### config.mk
export PLATFORM = sky130hd
export DESIGN_NAME = rr_grant_select_flat
export DESIGN_NICKNAME = d
export VERILOG_FILES = /design/src/rtl/rr_grant_select_pkg.sv /design/src/rtl/rr_grant_select_if.sv /design/src/rtl/rr_grant_select_lsb_find.sv /design/src/rtl/rr_grant_select.sv /design/src/flat_wrapper.sv
export SDC_FILE = /design/constraint.sdc
export NUM_CORES = 1
export LEC_CHECK = 0
export BUFFER_PORTS_ARGS = -buffer_cell sky130_fd_sc_hd__buf_4
export CAP_MARGIN = 20
export CORE_MARGIN = 8
export CORE_UTILIZATION = 54
export DETAILED_ROUTE_END_ITERATION = 6
export PLACE_DENSITY = 0.81
export SYNTH_ARGS = -nofsm -noshare
export SYNTH_HDL_FRONTEND = slang
export SYNTH_SLANG_ARGS = --single-unit
### constraint.sdc
create_clock -name clk -period 6.71 [get_ports clk]
set_clock_uncertainty 0.2 [all_clocks]
set_input_delay 1.342 -clock clk [delete_from_list [all_inputs] [get_ports clk]]
set_output_delay 1.342 -clock clk [all_outputs]
set_load 0.03 [all_outputs]
### src/rtl/rr_grant_select_pkg.sv
// Shared defaults, FSM state encoding and hold-counter sizing for the round-robin grant stage.
// Pure declarations: no latency, no flow control.
package rr_grant_select_pkg;

  localparam int ADDRESS_BITS_DEF = 3;
  localparam int WIDTH_DEF        = 2 ** ADDRESS_BITS_DEF;

  typedef enum logic {
    IDLE    = 1'b0,
    GRANTED = 1'b1
  } state_e;

  // One spare bit above clog2 so the counter can never wrap while reaching HOLD_MAX-1.
  function automatic int cnt_width(input int hold_max);
    return $clog2(hold_max) + 1;
  endfunction

endpackage

### src/rtl/rr_grant_select_if.sv
// Request/grant bundle between the rotator/requesters and the round-robin grant stage.
// master = arbiter side; slave = requester side. No backpressure: grant is held until release or timeout.
interface rr_grant_select_if
  import rr_grant_select_pkg::*;
#(
  parameter int ADDRESS_BITS = ADDRESS_BITS_DEF
);
  localparam int WIDTH = 2 ** ADDRESS_BITS;

  logic [WIDTH-1:0]        rotated_req_i;
  logic                    release_i;
  logic [ADDRESS_BITS-1:0] ptr_o;
  logic [WIDTH-1:0]        grant_o;
  logic [ADDRESS_BITS-1:0] grant_idx_o;
  logic                    grant_valid_o;
  logic                    timeout_o;

  modport master (
    input  rotated_req_i, release_i,
    output ptr_o, grant_o, grant_idx_o, grant_valid_o, timeout_o
  );

  modport slave (
    output rotated_req_i, release_i,
    input  ptr_o, grant_o, grant_idx_o, grant_valid_o, timeout_o
  );

endinterface

### src/rtl/rr_grant_select_lsb_find.sv
// Finds the index of the lowest set bit of a vector plus an any-set flag.
// Purely combinational, zero latency, no flow control.
module rr_grant_select_lsb_find
  import rr_grant_select_pkg::*;
#(
  parameter int ADDRESS_BITS = ADDRESS_BITS_DEF,
  localparam int WIDTH       = 2 ** ADDRESS_BITS
) (
  input  logic [WIDTH-1:0]        vec_i,
  output logic [ADDRESS_BITS-1:0] idx_o,
  output logic                    any_o
);

  logic [WIDTH-1:0] first;

  // Each bit is "first" when it is set and nothing below it is set; at most one bit survives.
  for (genvar i = 0; i < WIDTH; i++) begin : g_first
    localparam logic [WIDTH-1:0] LOW_MASK = (WIDTH'(1) << i) - WIDTH'(1);
    assign first[i] = vec_i[i] & ~(|(vec_i & LOW_MASK));
  end

  always_comb begin
    idx_o = '0;
    for (int i = 0; i < WIDTH; i++) begin
      if (first[i]) idx_o = idx_o | ADDRESS_BITS'(i);
    end
  end

  assign any_o = |vec_i;

endmodule

### src/rtl/rr_grant_select.sv
// Round-robin grant stage: picks the lowest set bit of the pre-rotated request vector and holds a one-hot grant.
// Grant appears one cycle after sampling; held until release or HOLD_MAX cycles, then ptr advances past the grantee.
module rr_grant_select
  import rr_grant_select_pkg::*;
#(
  parameter int ADDRESS_BITS = ADDRESS_BITS_DEF,
  parameter int HOLD_MAX     = 16
) (
  input logic clk,
  input logic reset,
  rr_grant_select_if.master bus
);

  localparam int WIDTH = 2 ** ADDRESS_BITS;
  localparam int CW    = cnt_width(HOLD_MAX);
  localparam logic [CW-1:0] CNT_LAST = CW'(HOLD_MAX - 1);

  state_e                  state_q, state_d;
  logic [ADDRESS_BITS-1:0] ptr_q, ptr_d;
  logic [WIDTH-1:0]        grant_q, grant_d;
  logic [ADDRESS_BITS-1:0] grant_idx_q, grant_idx_d;
  logic                    grant_valid_q, grant_valid_d;
  logic                    timeout_q, timeout_d;
  logic [CW-1:0]           cnt_q, cnt_d;

  logic [ADDRESS_BITS-1:0] lsb_idx;
  logic                    req_any;
  logic [ADDRESS_BITS-1:0] sel_idx;
  logic                    expire;

  rr_grant_select_lsb_find #(
    .ADDRESS_BITS (ADDRESS_BITS)
  ) u_lsb_find (
    .vec_i (bus.rotated_req_i),
    .idx_o (lsb_idx),
    .any_o (req_any)
  );

  // Undo the rotation: bit k of the rotated vector belongs to requester ptr+k, wrapping by truncation.
  assign sel_idx = ptr_q + lsb_idx;
  assign expire  = (cnt_q == CNT_LAST);

  always_comb begin
    state_d       = state_q;
    ptr_d         = ptr_q;
    grant_d       = grant_q;
    grant_idx_d   = grant_idx_q;
    grant_valid_d = grant_valid_q;
    timeout_d     = 1'b0;
    cnt_d         = cnt_q;
    case (state_q)
      IDLE: begin
        if (req_any) begin
          grant_idx_d   = sel_idx;
          grant_d       = WIDTH'(1) << sel_idx;
          grant_valid_d = 1'b1;
          cnt_d         = '0;
          state_d       = GRANTED;
        end
      end
      GRANTED: begin
        if (bus.release_i || expire) begin
          grant_d       = '0;
          grant_valid_d = 1'b0;
          ptr_d         = grant_idx_q + ADDRESS_BITS'(1);
          timeout_d     = expire & ~bus.release_i;
          cnt_d         = '0;
          state_d       = IDLE;
        end else begin
          cnt_d = cnt_q + CW'(1);
        end
      end
      default: state_d = IDLE;
    endcase
  end

  always_ff @(posedge clk) begin
    if (reset) begin
      state_q       <= IDLE;
      ptr_q         <= '0;
      grant_q       <= '0;
      grant_idx_q   <= '0;
      grant_valid_q <= 1'b0;
      timeout_q     <= 1'b0;
      cnt_q         <= '0;
    end else begin
      state_q       <= state_d;
      ptr_q         <= ptr_d;
      grant_q       <= grant_d;
      grant_idx_q   <= grant_idx_d;
      grant_valid_q <= grant_valid_d;
      timeout_q     <= timeout_d;
      cnt_q         <= cnt_d;
    end
  end

  assign bus.ptr_o         = ptr_q;
  assign bus.grant_o       = grant_q;
  assign bus.grant_idx_o   = grant_idx_q;
  assign bus.grant_valid_o = grant_valid_q;
  assign bus.timeout_o     = timeout_q;

endmodule

### src/flat_wrapper.sv
// flat-port wrapper written by rule: the top's interface ports become plain ports
module rr_grant_select_flat import rr_grant_select_pkg::*;
#(
  parameter int ADDRESS_BITS = ADDRESS_BITS_DEF,
  parameter int HOLD_MAX     = 16
)
  (clk, reset, bus_rotated_req_i, bus_release_i, bus_ptr_o, bus_grant_o, bus_grant_idx_o, bus_grant_valid_o, bus_timeout_o);
  rr_grant_select_if #(.ADDRESS_BITS(ADDRESS_BITS)) bus_i ();
  input logic clk;
  input logic reset;
  input wire logic [$bits(bus_i.rotated_req_i)-1:0] bus_rotated_req_i;
  input wire logic [$bits(bus_i.release_i)-1:0] bus_release_i;
  output wire logic [$bits(bus_i.ptr_o)-1:0] bus_ptr_o;
  output wire logic [$bits(bus_i.grant_o)-1:0] bus_grant_o;
  output wire logic [$bits(bus_i.grant_idx_o)-1:0] bus_grant_idx_o;
  output wire logic [$bits(bus_i.grant_valid_o)-1:0] bus_grant_valid_o;
  output wire logic [$bits(bus_i.timeout_o)-1:0] bus_timeout_o;
  assign bus_i.rotated_req_i = bus_rotated_req_i;
  assign bus_i.release_i = bus_release_i;
  assign bus_ptr_o = bus_i.ptr_o;
  assign bus_grant_o = bus_i.grant_o;
  assign bus_grant_idx_o = bus_i.grant_idx_o;
  assign bus_grant_valid_o = bus_i.grant_valid_o;
  assign bus_timeout_o = bus_i.timeout_o;
  rr_grant_select #(.ADDRESS_BITS(ADDRESS_BITS), .HOLD_MAX(HOLD_MAX)) u_core (.clk(clk), .reset(reset), .bus(bus_i));
endmodule
==> flow_metrics.tcl <==
set metrics [dict create \
    wl_per_cell_um 15.0 \
    syn_to_final_growth_pct 25.0 \
    grt_overflow 0 \
    ys_seq_elements 22 \
    p_total_mw 0.300 \
    cts_setup_buffers 0 \
    ys_top_cells_by_count "dfxtp_1 (22), nor2_1 (18), a21oi_1 (8)" \
    drt_pass1_iterations 4 \
    grt_max_degree 16 \
    p_per_area_nw_per_um2 229 \
    cts_tree "done" \
    cts-root-buf "clkbuf_4" \
    final_util_pct 68.8 \
    antenna_found_initial 0 \
    stdcell_area_um2 1310 \
    start_util_pct 55.1 \
    multi_input_comb_area_um2 564 \
    endpoint "u_core.bus.grant_o[4]" \
    register_area_um2 440 \
    finalCritPeriodShare_pct 51.3 \
    min_path_type "register to register" \
    drv_slew 0 \
    io_pins 27 \
    synth.yosys.seq_area_share_pct 42.1 \
    dp.cells 162 \
    ctsHoldBuffers 0 \
    netlist.area_leader.share_pct 42.1 \
    syn_inst 112 \
    relSlewSlack_pct 64.6 \
    p_leak_nw 0.568 \
    tns_ns 0 \
    final_cells 166 \
    async_reset_ff_share_pct 0 \
    r2r-end "u_core.bus.grant_o[7]" \
    grtUsageMet3_pct 4.52 \
    setup-violations-final 0 \
    busiest_layer "met2" \
    core_area_um2 1900 \
    post_cts_resize_count 0 \
    worst_pin_slew_ns 0.526 \
    port_buffers 26 \
    critPathMaxFanout 6 \
    crit_type "input port to register" \
    cp-end-kind "register" \
    vdd_drop_max_mv 0.164 \
    place_congestion 0.805 \
    drive_above_1_share_pct 31.7 \
    cts.sinks 22 \
    synth.most_common_cell "dfxtp_1" \
    post_dp_cell_area_um2 1260 \
    cp-start-kind "input port" \
    required_ns 6.74 \
    min_path_cells 2 \
    path_clk_slew_ns 0.13 \
    grt_usage_pct 15.8 \
    die_x_um 60.0 \
    yosys_warnings 0 \
    dp_hpwl_mm 1.99 \
    clock_latency_ns 0.32 \
    drv_cap 0 \
    clock_tree.buffer_depth 2 \
    startpoint "bus_rotated_req_i[6]" \
    reg2reg_slack_ns 4.38 \
    via_per_inst 5.69 \
    fillers 171 \
    outcome "finished clean" \
    grt_pass1_vias 941 \
    wirelength_mm 2.50 \
    worstRegToRegCells 7 \
    drc 0 \
    dieArea_um2 3600 \
    fmax_ghz 0.290 \
    numCtsBuffers 3 \
    vias 944 \
    n_antenna_cell 0 \
    grt_pass1_wl_mm 4.28 \
    yosys-top-cells-area "dfxtp_1 (42%), nor2_1 (6.5%), a22o_2 (5.7%)" \
    synth_cell_types 37 \
    finalCriticalPeriod_ns 3.44 \
    htreeDepth 1 \
    synth-edff-count 0 \
    r2r_start "u_core.cnt_q[0]" \
    nets 156 \
    die_y_um 60.0 \
    num_rows 16 \
    use_met2_pct 28.0 \
    grt_util_met1_pct 16.1 \
    postRouteAntennaNets 0 \
    drt_iter0_drc 17 \
    syn-num-nets 128 \
    synthFlopType "dfxtp_1" \
    mappedNetlistArea_um2 1050 \
    rsz0062_at_grt "false" \
    crit_arrival_ns 3.47 \
    syn_area_per_cell_um2 9.35 \
    hold_violations 0 \
    yosysTopAreaCell "dfxtp_1" \
]
## cell usage in the layout, fill, tap and decap left out, types with 2 or more instances in the layout
master    netlist  routed
a211oi_1        3       3
a21oi_1         8       8
a22o_2          6       6
a32o_1          2       2
and3_1          3       3
buf_4           0      26
clkbuf_4        0       3
dfxtp_1        22      22
ha_1            4       4
inv_1           6       6
nand2_1         5       5
nor2_1         18      18
nor3_1          3       3
nor4_1          2       2
o21ai_0         2       2
o31ai_1         2       2
or2_2           2       2
or4_4           2       2
xnor2_1         2       2
## critical path, cell delays in order
cell	delay (ns)
buf_4	0.12
nand2b_1	0.13
a21oi_1	0.14
o21bai_1	0.07
a21oi_1	0.14
ha_1	0.16
inv_1	0.05
fa_1	0.37
xnor2_1	0.37
o21ai_0	0.28
a32o_1	0.30
## power by group
group	internal (mW)	total, mW	leakage [nW]	switching, mW
logic	0.0221	0.0545	0.361	0.0324
clock network	0.0604	0.103	0.0279	0.0425
registers	0.137	0.142	0.179	0.00544
## worst min path at each step
stage          slack [ns]             from         endpoint
2_1_floorplan        0.23  u_core.cnt_q[4]  u_core.cnt_q[4]
3_3_place_gp         0.24  u_core.cnt_q[4]  u_core.cnt_q[4]
3_5_place_dp         0.24  u_core.cnt_q[4]  u_core.cnt_q[4]
4_1_cts              0.27  u_core.cnt_q[4]  u_core.cnt_q[4]
5_1_grt              0.30  u_core.cnt_q[4]  u_core.cnt_q[4]
6_report             0.27  u_core.cnt_q[4]  u_core.cnt_q[4]
## registers in the layout, indices dropped and copies added, names as in the netlist
register and count:
u_core.bus.grant_idx_o 3, u_core.bus.grant_o 8, u_core.bus.grant_valid_o 1, u_core.bus.ptr_o 3
u_core.bus.timeout_o 1, u_core.cnt_q 5, u_core.state_q 1
## stage by stage
stage / setup slack, ns / hold WS, ns
finish: 3.27 / 0.270
global route: 3.11 / 0.296
CTS: 3.28 / 0.269
detailed placement: 2.95 / 0.244
global placement: 3.02 / 0.235
floorplan: 3.26 / 0.225
## area by class of cell
type | count | area share [%]
multi-input combinational | 81 | 43.1
clock buffer | 3 | 1.72
inverter | 6 | 1.72
tap | 27 | 2.58
clock inverter | 1 | 2.29
timing repair buffer | 26 | 14.9
sequential | 22 | 33.7
## routing by layer
| metal | part of all wire (%) | vias to the layer above |
|---|---|---|
| met1 | 40 | 430 |
| met3 | 7.3 | 11 |
| met4 | 3.2 | 0 |
| li1 | - | 465 |
| met5 | 0 | - |
| met2 | 50 | 38 |
## cells by family (layout without fill, tap and decap cells)
logic type               Yosys count  count (layout)  synth area share [%]
AND/OR/NAND/NOR                   42              42                  21.7
AO/OA/AOI/OAI                     30              30                  21.7
flip-flops                        22              22                  42.1
buffers and inverters              9              36                  4.06
adder cells (fa/ha/maj)            5               5                  6.69
XOR/XNOR                           2               2                  1.67
multiplexers                       2               2                  2.03
(Power assumes the default switching activity.)
